$ cat config.mk
export PLATFORM = sky130hd
export DESIGN_NAME = ir_cmd_scheduler
export DESIGN_NICKNAME = d
export VERILOG_FILES = /design/src/rtl/ir_cmd_scheduler_pkg.sv /design/src/rtl/cmd_fifo.sv /design/src/rtl/ir_cmd_scheduler.sv
export SDC_FILE = /design/constraint.sdc
export NUM_CORES = 1
export LEC_CHECK = 0
export CAP_MARGIN = 20
export CORE_MARGIN = 2
export CORE_UTILIZATION = 40
export CTS_CLUSTER_DIAMETER = 40
export CTS_CLUSTER_SIZE = 25
export DETAILED_ROUTE_END_ITERATION = 8
export HOLD_SLACK_MARGIN = 0.15
export MAX_ROUTING_LAYER = met4
export PLACE_DENSITY = 0.64
export SYNTH_ARGS = -nofsm -noshare
export SYNTH_HDL_FRONTEND = slang
export SYNTH_HIERARCHICAL = 1
export SYNTH_SLANG_ARGS = --single-unit
export TNS_END_PERCENT = 50
$ cat constraint.sdc
create_clock -name clk -period 4.6 [get_ports clk]
set_clock_uncertainty 0.15 [all_clocks]
set_input_delay 1.15 -clock clk [delete_from_list [all_inputs] [get_ports clk]]
set_output_delay 1.15 -clock clk [all_outputs]
set_load 0.05 [all_outputs]
$ cat src/rtl/ir_cmd_scheduler_pkg.sv
// Shared definitions for the channel-command scheduler: default command codes,
// issuer state encoding and drop-counter width/saturation.
package ir_cmd_scheduler_pkg;

    localparam logic [7:0] CMD_POWER    = 8'h80;
    localparam logic [7:0] CMD_CH_PLUS  = 8'h18;
    localparam logic [7:0] CMD_CH_MINUS = 8'h38;

    localparam int DROP_W = 8;

    typedef enum logic [1:0] {
        IDLE  = 2'b00,
        ISSUE = 2'b01,
        GAP   = 2'b10
    } state_e;

    // Up to four requests can be rejected in one cycle, so the add saturates.
    function automatic logic [DROP_W-1:0] drop_sat_add(input logic [DROP_W-1:0] cnt,
                                                       input logic [2:0]        inc);
        logic [DROP_W:0] sum;
        sum = {1'b0, cnt} + {{(DROP_W-2){1'b0}}, inc};
        return sum[DROP_W] ? {DROP_W{1'b1}} : sum[DROP_W-1:0];
    endfunction

endpackage

$ cat src/rtl/cmd_fifo.sv
// Synchronous command FIFO; push and pop in the same cycle are both honoured.
module cmd_fifo
    import ir_cmd_scheduler_pkg::*;
#(
    parameter int DEPTH = 4,
    parameter int WIDTH = 8
) (
    input  logic             clk,
    input  logic             rst_n,
    input  logic             push,
    input  logic [WIDTH-1:0] din,
    input  logic             pop,
    output logic [WIDTH-1:0] dout,
    output logic             full,
    output logic             empty
);
    localparam int AW = $clog2(DEPTH);

    logic [WIDTH-1:0] mem_q [DEPTH];
    logic [AW:0]      wr_ptr_q, wr_ptr_d;
    logic [AW:0]      rd_ptr_q, rd_ptr_d;
    logic             do_push, do_pop;

    assign empty   = (wr_ptr_q == rd_ptr_q);
    assign full    = (wr_ptr_q == {~rd_ptr_q[AW], rd_ptr_q[AW-1:0]});
    assign do_push = push && !full;
    assign do_pop  = pop && !empty;
    assign dout    = mem_q[rd_ptr_q[AW-1:0]];

    always_comb begin
        wr_ptr_d = do_push ? wr_ptr_q + (AW+1)'(1) : wr_ptr_q;
        rd_ptr_d = do_pop  ? rd_ptr_q + (AW+1)'(1) : rd_ptr_q;
    end

    always_ff @(posedge clk or negedge rst_n) begin
        if (!rst_n) begin
            wr_ptr_q <= '0;
            rd_ptr_q <= '0;
        end else begin
            wr_ptr_q <= wr_ptr_d;
            rd_ptr_q <= rd_ptr_d;
        end
    end

    always_ff @(posedge clk) begin
        if (do_push) mem_q[wr_ptr_q[AW-1:0]] <= din;
    end

endmodule

$ cat src/rtl/ir_cmd_scheduler.sv
// Arbitrates IR and front-panel commands into a FIFO and issues them with a
// minimum idle gap. Define IR_CMD_REPEAT_EN to honour IR repeat frames.
module ir_cmd_scheduler
    import ir_cmd_scheduler_pkg::*;
#(
    parameter int         FIFO_DEPTH    = 4,
    parameter int         GAP_CYCLES    = 1000,
    parameter logic [7:0] CODE_POWER    = CMD_POWER,
    parameter logic [7:0] CODE_CH_PLUS  = CMD_CH_PLUS,
    parameter logic [7:0] CODE_CH_MINUS = CMD_CH_MINUS
) (
    input  logic              clk,
    input  logic              rst_n,
    input  logic [7:0]        ir_cmd,
    input  logic              ir_valid,
    input  logic              ir_repeat,
    input  logic              btn_power,
    input  logic              btn_ch_plus,
    input  logic              btn_ch_minus,
    output logic [7:0]        cmd_out,
    output logic              cmd_valid,
    output logic              busy,
    output logic [DROP_W-1:0] drop_cnt
);
    localparam int                CNT_W    = (GAP_CYCLES > 2) ? $clog2(GAP_CYCLES) : 1;
    localparam logic [CNT_W-1:0]  GAP_LAST = CNT_W'(GAP_CYCLES - 1);

    logic              pan_vld_q, pan_vld_d, ir_vld_q, ir_vld_d;
    logic [7:0]        pan_cmd_q, pan_cmd_d, ir_cmd_q, ir_cmd_d;
    logic              rr_ir_q, rr_ir_d;
    logic [DROP_W-1:0] drop_cnt_q, drop_cnt_d;
    logic              pan_req, ir_req, gnt_pan, gnt_ir;
    logic [7:0]        pan_code, ir_code;
    logic [1:0]        pan_lost;
    logic [2:0]        drop_inc;
    logic              fifo_push, fifo_pop, fifo_full, fifo_empty;
    logic [7:0]        fifo_din, fifo_dout;
    state_e            state_q;
    logic [7:0]        cmd_out_q;
    logic              cmd_valid_q;
    logic [CNT_W-1:0]  gap_cnt_q;

    // Simultaneous panel pulses: highest priority wins, the rest are rejected.
    always_comb begin
        pan_req  = btn_power | btn_ch_plus | btn_ch_minus;
        pan_code = btn_power ? CODE_POWER : (btn_ch_plus ? CODE_CH_PLUS : CODE_CH_MINUS);
        pan_lost = btn_power ? ({1'b0, btn_ch_plus} + {1'b0, btn_ch_minus})
                             : {1'b0, btn_ch_plus & btn_ch_minus};
    end

`ifdef IR_CMD_REPEAT_EN
    logic [7:0] last_ir_q, last_ir_d;
    logic       rep_ok;

    // Only channel stepping auto-repeats; a held POWER key must not toggle.
    always_comb begin
        rep_ok    = ir_repeat && !ir_valid &&
                    ((last_ir_q == CODE_CH_PLUS) || (last_ir_q == CODE_CH_MINUS));
        ir_req    = ir_valid || rep_ok;
        ir_code   = ir_valid ? ir_cmd : last_ir_q;
        last_ir_d = ir_valid ? ir_cmd : last_ir_q;
    end

    always_ff @(posedge clk or negedge rst_n) begin
        if (!rst_n) last_ir_q <= 8'h00;
        else        last_ir_q <= last_ir_d;
    end
`else
    logic unused_ir_repeat;

    assign unused_ir_repeat = ir_repeat;
    assign ir_req           = ir_valid;
    assign ir_code          = ir_cmd;
`endif

    always_comb begin
        gnt_pan = 1'b0;
        gnt_ir  = 1'b0;
        if (!fifo_full) begin
            if (pan_vld_q && (!ir_vld_q || !rr_ir_q)) gnt_pan = 1'b1;
            else if (ir_vld_q)                        gnt_ir  = 1'b1;
        end
        rr_ir_d = rr_ir_q;
        if (gnt_pan)     rr_ir_d = 1'b1;
        else if (gnt_ir) rr_ir_d = 1'b0;

        // A register emptied by this cycle's grant still rejects a new request.
        pan_vld_d = pan_vld_q & ~gnt_pan;
        pan_cmd_d = pan_cmd_q;
        if (pan_req && !pan_vld_q) begin
            pan_vld_d = 1'b1;
            pan_cmd_d = pan_code;
        end
        ir_vld_d = ir_vld_q & ~gnt_ir;
        ir_cmd_d = ir_cmd_q;
        if (ir_req && !ir_vld_q) begin
            ir_vld_d = 1'b1;
            ir_cmd_d = ir_code;
        end

        drop_inc   = {1'b0, pan_lost} + {2'b00, pan_req & pan_vld_q} + {2'b00, ir_req & ir_vld_q};
        drop_cnt_d = drop_sat_add(drop_cnt_q, drop_inc);
    end

    always_ff @(posedge clk or negedge rst_n) begin
        if (!rst_n) begin
            pan_vld_q  <= 1'b0;
            pan_cmd_q  <= 8'h00;
            ir_vld_q   <= 1'b0;
            ir_cmd_q   <= 8'h00;
            rr_ir_q    <= 1'b0;
            drop_cnt_q <= '0;
        end else begin
            pan_vld_q  <= pan_vld_d;
            pan_cmd_q  <= pan_cmd_d;
            ir_vld_q   <= ir_vld_d;
            ir_cmd_q   <= ir_cmd_d;
            rr_ir_q    <= rr_ir_d;
            drop_cnt_q <= drop_cnt_d;
        end
    end

    assign fifo_push = gnt_pan | gnt_ir;
    assign fifo_din  = gnt_ir ? ir_cmd_q : pan_cmd_q;
    assign fifo_pop  = (state_q == IDLE) && !fifo_empty;

    cmd_fifo #(
        .DEPTH (FIFO_DEPTH),
        .WIDTH (8)
    ) u_fifo (
        .clk   (clk),
        .rst_n (rst_n),
        .push  (fifo_push),
        .din   (fifo_din),
        .pop   (fifo_pop),
        .dout  (fifo_dout),
        .full  (fifo_full),
        .empty (fifo_empty)
    );

    always_ff @(posedge clk or negedge rst_n) begin
        if (!rst_n) begin
            state_q     <= IDLE;
            cmd_out_q   <= 8'h00;
            cmd_valid_q <= 1'b0;
            gap_cnt_q   <= '0;
        end else begin
            cmd_valid_q <= 1'b0;
            case (state_q)
                IDLE: begin
                    if (!fifo_empty) begin
                        cmd_out_q   <= fifo_dout;
                        cmd_valid_q <= 1'b1;
                        state_q     <= ISSUE;
                    end
                end
                ISSUE: begin
                    gap_cnt_q <= '0;
                    state_q   <= (GAP_CYCLES == 0) ? IDLE : GAP;
                end
                GAP: begin
                    if (gap_cnt_q == GAP_LAST) state_q   <= IDLE;
                    else                       gap_cnt_q <= gap_cnt_q + CNT_W'(1);
                end
                default: state_q <= IDLE;
            endcase
        end
    end

    assign cmd_out   = cmd_out_q;
    assign cmd_valid = cmd_valid_q;
    assign drop_cnt  = drop_cnt_q;
    assign busy      = pan_vld_q | ir_vld_q | !fifo_empty | (state_q != IDLE);

endmodule

# ---- Word level (Yosys, flattened, before mapping)
# Memories as Yosys holds them, arrays and structs flattened. A register that Yosys moved wholly into a read port is not among the register bits.
# Cells that the tools add are included.
# Widths: inputs -> output; s select.
dict set report word_totals {
  reg_bits 46
  ram_bits 32
  inputBits 15
  word_cells 85
  mem_count 1
}
dict set report classes {
  n_addsub 7
  n_eq_ne 8
  mux 23
  bitwise 15
  reduce_logical 20
}
# memory words word_bits read_ports rd_ports_with_merged_regs wr line_no
set mem_list {}
lappend mem_list {u_fifo.mem_q 4 8 1 1 1 cmd_fifo.sv:19} ;# logic [WIDTH-1:0] mem_q [DEPTH];
# cell n
set ops {}
lappend ops {{$mux 8} 3}
lappend ops {{$pmux 10 s2} 1}
lappend ops {{$mux 1} 13}
lappend ops {{$add 10x1->10 const B} 1}
lappend ops {{$eq 10x10->1 const B} 1}
lappend ops {{$mux 10} 1}
lappend ops {{$add 8x3->9} 1}
lappend ops {{$add 3x1->3 const B} 2}
lappend ops {{$eq 3x3->1} 2}
lappend ops {{$logic_and 1x1->1} 6}
lappend ops {{$logic_not 1->1} 6}
lappend ops {{$mux 2} 3}
lappend ops {{$mux 6} 1}
lappend ops {{$ne 2x2->1 const B} 3}
lappend ops {{$or 1x1->1} 6}
lappend ops {{$pmux 2 s3} 1}
lappend ops {{$reduce_and 2->1} 3}
lappend ops {{$reduce_bool 2->1} 3}
lappend ops {{$and 1x1->1} 5}
lappend ops {{$not 1->1} 4}
lappend ops {{$add 2x1->3} 1}
lappend ops {{$add 3x1->3} 1}
lappend ops {{$add 1x1->2} 1}
lappend ops {{$eq 2x1->1 const B} 1}
lappend ops {{3 further kinds} 3}

# ---- Logic depth before layout (Yosys ltp)
dict set report depth {
  word_depth 9
  depth_mapped 8
}

# ---- Cells and area by module
# Netlist, hierarchy kept.
# module n_inst cells_per_inst area_each_um2 seq_area_each_um2
set by_module_without_submodules {}
lappend by_module_without_submodules {ir_cmd_scheduler 1 209 2273.4 1076.0}
lappend by_module_without_submodules {cmd_fifo 1 90 1695.4 1111.1}

# ---- Worst setup path after synthesis
# Ideal clock, no wire load.
dict set report synth_timing {
  path_type {input to register}
  start {input btn_ch_plus}
  end {register drop_cnt_q[6], in the netlist drop_cnt[6]}
  setup_time_ns 0.125
  arrival_ns 3.442
  setup_slack_ns 0.883
  path_stages 8
  path_cell_list {ha_1 > mux2_2 > fa_1 > ha_1 > fa_1 > a21o_1 > nand4_1 > mux2_2}
}
dict set report synth_via {
  elab_chain_cells 7
  word_cells_on_any_way 10
  cone_classes {4 x add/sub; 2 x mux; 4 x bitwise}
}
# item line_no
set synth_rtl {}
lappend synth_rtl {{from (decl)} ir_cmd_scheduler.sv:18} ;# input logic btn_ch_plus,
lappend synth_rtl {{$or 1x1->1 (2 in a row)} ir_cmd_scheduler.sv:45} ;# pan_req = btn_power | btn_ch_plus | btn_ch_minus;
lappend synth_rtl {{$and 1x1->1} ir_cmd_scheduler.sv:101} ;# drop_inc = {1'b0, pan_lost} + {2'b00, pan_req & pan_vld_q} + {2'b00, ir_req & ir_vld_q};
lappend synth_rtl {{$add 2x1->3 *} ir_cmd_scheduler.sv:101}
lappend synth_rtl {{$add 3x1->3 *} ir_cmd_scheduler.sv:101}
lappend synth_rtl {{$add 8x3->9 *} ir_cmd_scheduler_pkg.sv:21} ;# sum = {1'b0, cnt} + {{(DROP_W-2){1'b0}}, inc};
lappend synth_rtl {{$mux 8 *} ir_cmd_scheduler_pkg.sv:22} ;# return sum[DROP_W] ? {DROP_W{1'b1}} : sum[DROP_W-1:0];
lappend synth_rtl {{named net drop_cnt_d[6]} ir_cmd_scheduler.sv:31} ;# logic [DROP_W-1:0] drop_cnt_q, drop_cnt_d;
lappend synth_rtl {{to (signal assigned)} ir_cmd_scheduler.sv:119} ;# drop_cnt_q <= drop_cnt_d;
lappend synth_rtl {{to (decl)} ir_cmd_scheduler.sv:31}
# Mark *: on every way through the listed nets, which the timed path passes. The rest lies on a longest branch.
# A chain may end at the register's enable or synchronous reset.

# ---- Worst setup path after layout
# Ends and elaborated chain as after synthesis.

==> results.ini <==
[run_status]
outcome = completed

[synth]
yosysWarnings = 6
yosysTopAreaCell = dfrtp_1
synth.area.top_cells = dfrtp_1 31%, edfxtp_1 24%, mux2_2 6.2%
synth_area_um2 = 3969
synth_nets = 327
synth-async-reset-ratio = 0.6049
yosysMostFrequentCell = dfrtp_1
syn_area_per_cell_um2 = 13.27
synth_common_cells = 49 x dfrtp_1, 32 x edfxtp_1, 22 x mux2_2
ys.flop_type = dfrtp_1
synth_edf_count = 32
yosysSeqAreaShare = 0.5511
yosysTopAreaCellShare = 0.3090
synthCells = 299
ys_ff_latch = 81
synth.distinct_cells = 61

[worst_setup_path]
cp_max_fo = 4
startpoint_type = input pin
crit_chain = clkdlybuf4s50_1, ha_1, mux2_2, fa_1, ha_1, fa_1, a21o_1, nand4_1, mux2_2
crit_start = btn_ch_plus
crit_slowest_cell = fa_1
cp.required_ns = 4.68
worstSetupPathType = input pin to register
max_stage_delay_ns = 0.46
worst-path-stages = 9
critPathBufInv = 1
cp-end-kind = register
rr_startpoint = ir_vld_q
reg2reg_depth = 7
arrival_ns = 4.02
crit_family = adder cells

[cells_and_area]
nets = 360
syn_to_final_growth_pct = 16.27
drive_above_1_share = 0.1573
n_antenna_cell = 0
stdcell_count = 470

[pwr]
ir_worst_vdd_mv = 0.4352
power_frac_seq = 0.381
power_density_nw_per_um2 = 792.8
power_frac_clock = 0.154
pwr-share-comb = 0.465
swShare = 0.3997
p_switching_mw = 1.462
internal_power_mw = 2.196
power.leakage_nw = 1.789

[run]
drv_cap = 0

[worst_hold_path]
holdPathStages = 1
hold_path.startpoint = pan_cmd_q[5]
hold_path.class = register to register

[global_routing]
grt_first_pass_wirelength_mm = 11.56
gr-usage-all-layers = 0.1385
antenna_found_initial = 0
grt-ovfl-total = 0
grt_pass1_vias = 2352
grt_start_max_net_pins = 39

[floorplanning]
fp.dieH_um = 103.6
num_rows = 36
start_util = 0.4098
die_w_um = 103.6
dieArea_um2 = 10740
num_io_pins = 33
core-area_um2 = 9684

[cts]
cts-root-buf = clkbuf_8
cts_resized = 0
clk_pin_slew_ns = 0.08
clock_path_buffers = 2
numCtsBuffers = 9
htree_levels = 3
cts_setup_buffers = 0
cts_tree = yes
cts_sinks = 81
cts_hold_buf = 0
insertion_delay_ns = 0.34

[timing]
slew_headroom = 0.4056
max_slew.worst_pin.slew_ns = 0.8916
fin_crit_ns = 3.933
layout_setup_ws_ns = 0.6670
tns_ns = 0
fin_crit_sh = 0.8550
max_freq_mhz = 254.3
slew_viol_final = 0
final-setup-viol-count = 0
rsz0062_at_grt = false
hold_viol_final = 0

[placed_design]
dpl.hpwl_mm = 4.776
io_buffers = 31
gp_congestion = 0.7719
dp.cells = 454
dpl_worst_slack_ns = 0.2981

[routing]
drtIter0Drc = 77
vias = 2430
dr.pass1.iters = 4
route.detailed.drc = 0
routed_via_density = 5.170
ant_nets = 0
avgRoutedWirePerCell_um = 14.76
routed_wirelength_mm = 6.936

==> worst paths after layout <==
check	to	slack (ns)
min in group asynchronous	gap_cnt_q[2]	0.78
max	drop_cnt[6]	0.67
min	pan_cmd_q[5]	0.34
max in group asynchronous	pan_cmd_q[7]	2.82
max reg2reg	drop_cnt[6]	1.90
min reg2reg	pan_cmd_q[5]	0.34
==> power groups by stage <==
stage	combinational (mW)	clock [mW]	sequential, mW
2_1_floorplan	1.12	0	1.57
3_3_place_gp	1.68	0	1.40
3_5_place_dp	1.71	0	1.41
4_1_cts	1.72	0.580	1.40
5_1_grt	1.85	0.612	1.44
6_report	1.70	0.562	1.39
==> sequential cells by signal, summed over array words and instances (netlist names) <==
signal,flops
u_fifo/wr_ptr_q,3
cmd_out,8
state_q,2
pan_cmd_q,3
ir_cmd_q,8
u_fifo/rd_ptr_q,3
ir_vld_q,1
drop_cnt,8
cmd_valid,1
pan_vld_q,1
u_fifo/mem_q,32
rr_ir_q,1
gap_cnt_q,10
==> worst reg2reg max path, cell delays in order (launching register included) <==
cell and delay, ns:
dfrtp_1 0.44, and2_1 0.18, fa_1 0.43, ha_1 0.26, fa_1 0.45, a21o_1 0.24, nand4_1 0.10, mux2_2 0.33
==> logic make-up (layout without fill, tap and decap cells) <==
group,after synthesis,count (layout),share of synthesized area
simple gates,94,94,0.1393
xor+xnor,10,10,0.02774
flops,81,81,0.5511
compound gates,52,52,0.09804
buf+inv,18,56,0.02112
fa+ha+maj,13,13,0.04477
mux,31,31,0.1179
==> cell usage in the layout, fill, tap and decap left out, types with 4 or more instances in the layout <==
cell type         n
and2_1           11
a21oi_1          10
nand3_1           7
nand2b_1         13
o31ai_1           5
clkdlybuf4s50_1  30
mux2_2           22
nor2_1           13
clkbuf_8          9
nor2b_1           8
a31oi_1           4
inv_1             6
nor3_1            5
ha_1             11
nand2_1          13
xnor2_1           5
mux4_1            8
o21ai_0           7
edfxtp_1         32
dfrtp_1          49
==> area by class of cell <==
| cell class | count | area (um2) |
|---|---|---|
| fill | 849 | 5070 |
| clock inverter | 4 | 77.57 |
| tap | 133 | 166.4 |
| sequential | 81 | 2187 |
| timing repair buffer | 34 | 327.8 |
| inverter | 6 | 22.52 |
| clock buffer | 12 | 135.1 |
| multi-input combinational | 200 | 1698 |
==> metrics by stage <==
| step | power, mW | hold slack, ns | utilization | instance area (um2) |
|---|---|---|---|---|
| after floorplan | 2.689 | 0.3060 | - | 3969 |
| after global placement | 3.074 | 0.3288 | 0.4545 | 4402 |
| after global routing | 3.912 | 0.3755 | 0.4765 | 4614 |
| final | 3.658 | 0.3431 | 0.4765 | 4614 |
| after CTS | 3.699 | 0.3478 | 0.4765 | 4614 |
| after detailed placement | 3.127 | 0.3281 | 0.4545 | 4402 |
==> routing by layer <==
metal  GRT usage  routed length, um  vias to the layer above  part of all wire
met5           -                  0                        -                 0
met2      0.2138               3372                       32              0.49
met4     0.04826                 80                        0             0.012
met3     0.03084                220                        8             0.032
met1      0.1819               3262                     1197              0.47
li1            -                  -                     1193                 -
Note: power is estimated with default switching activity, not from simulation.
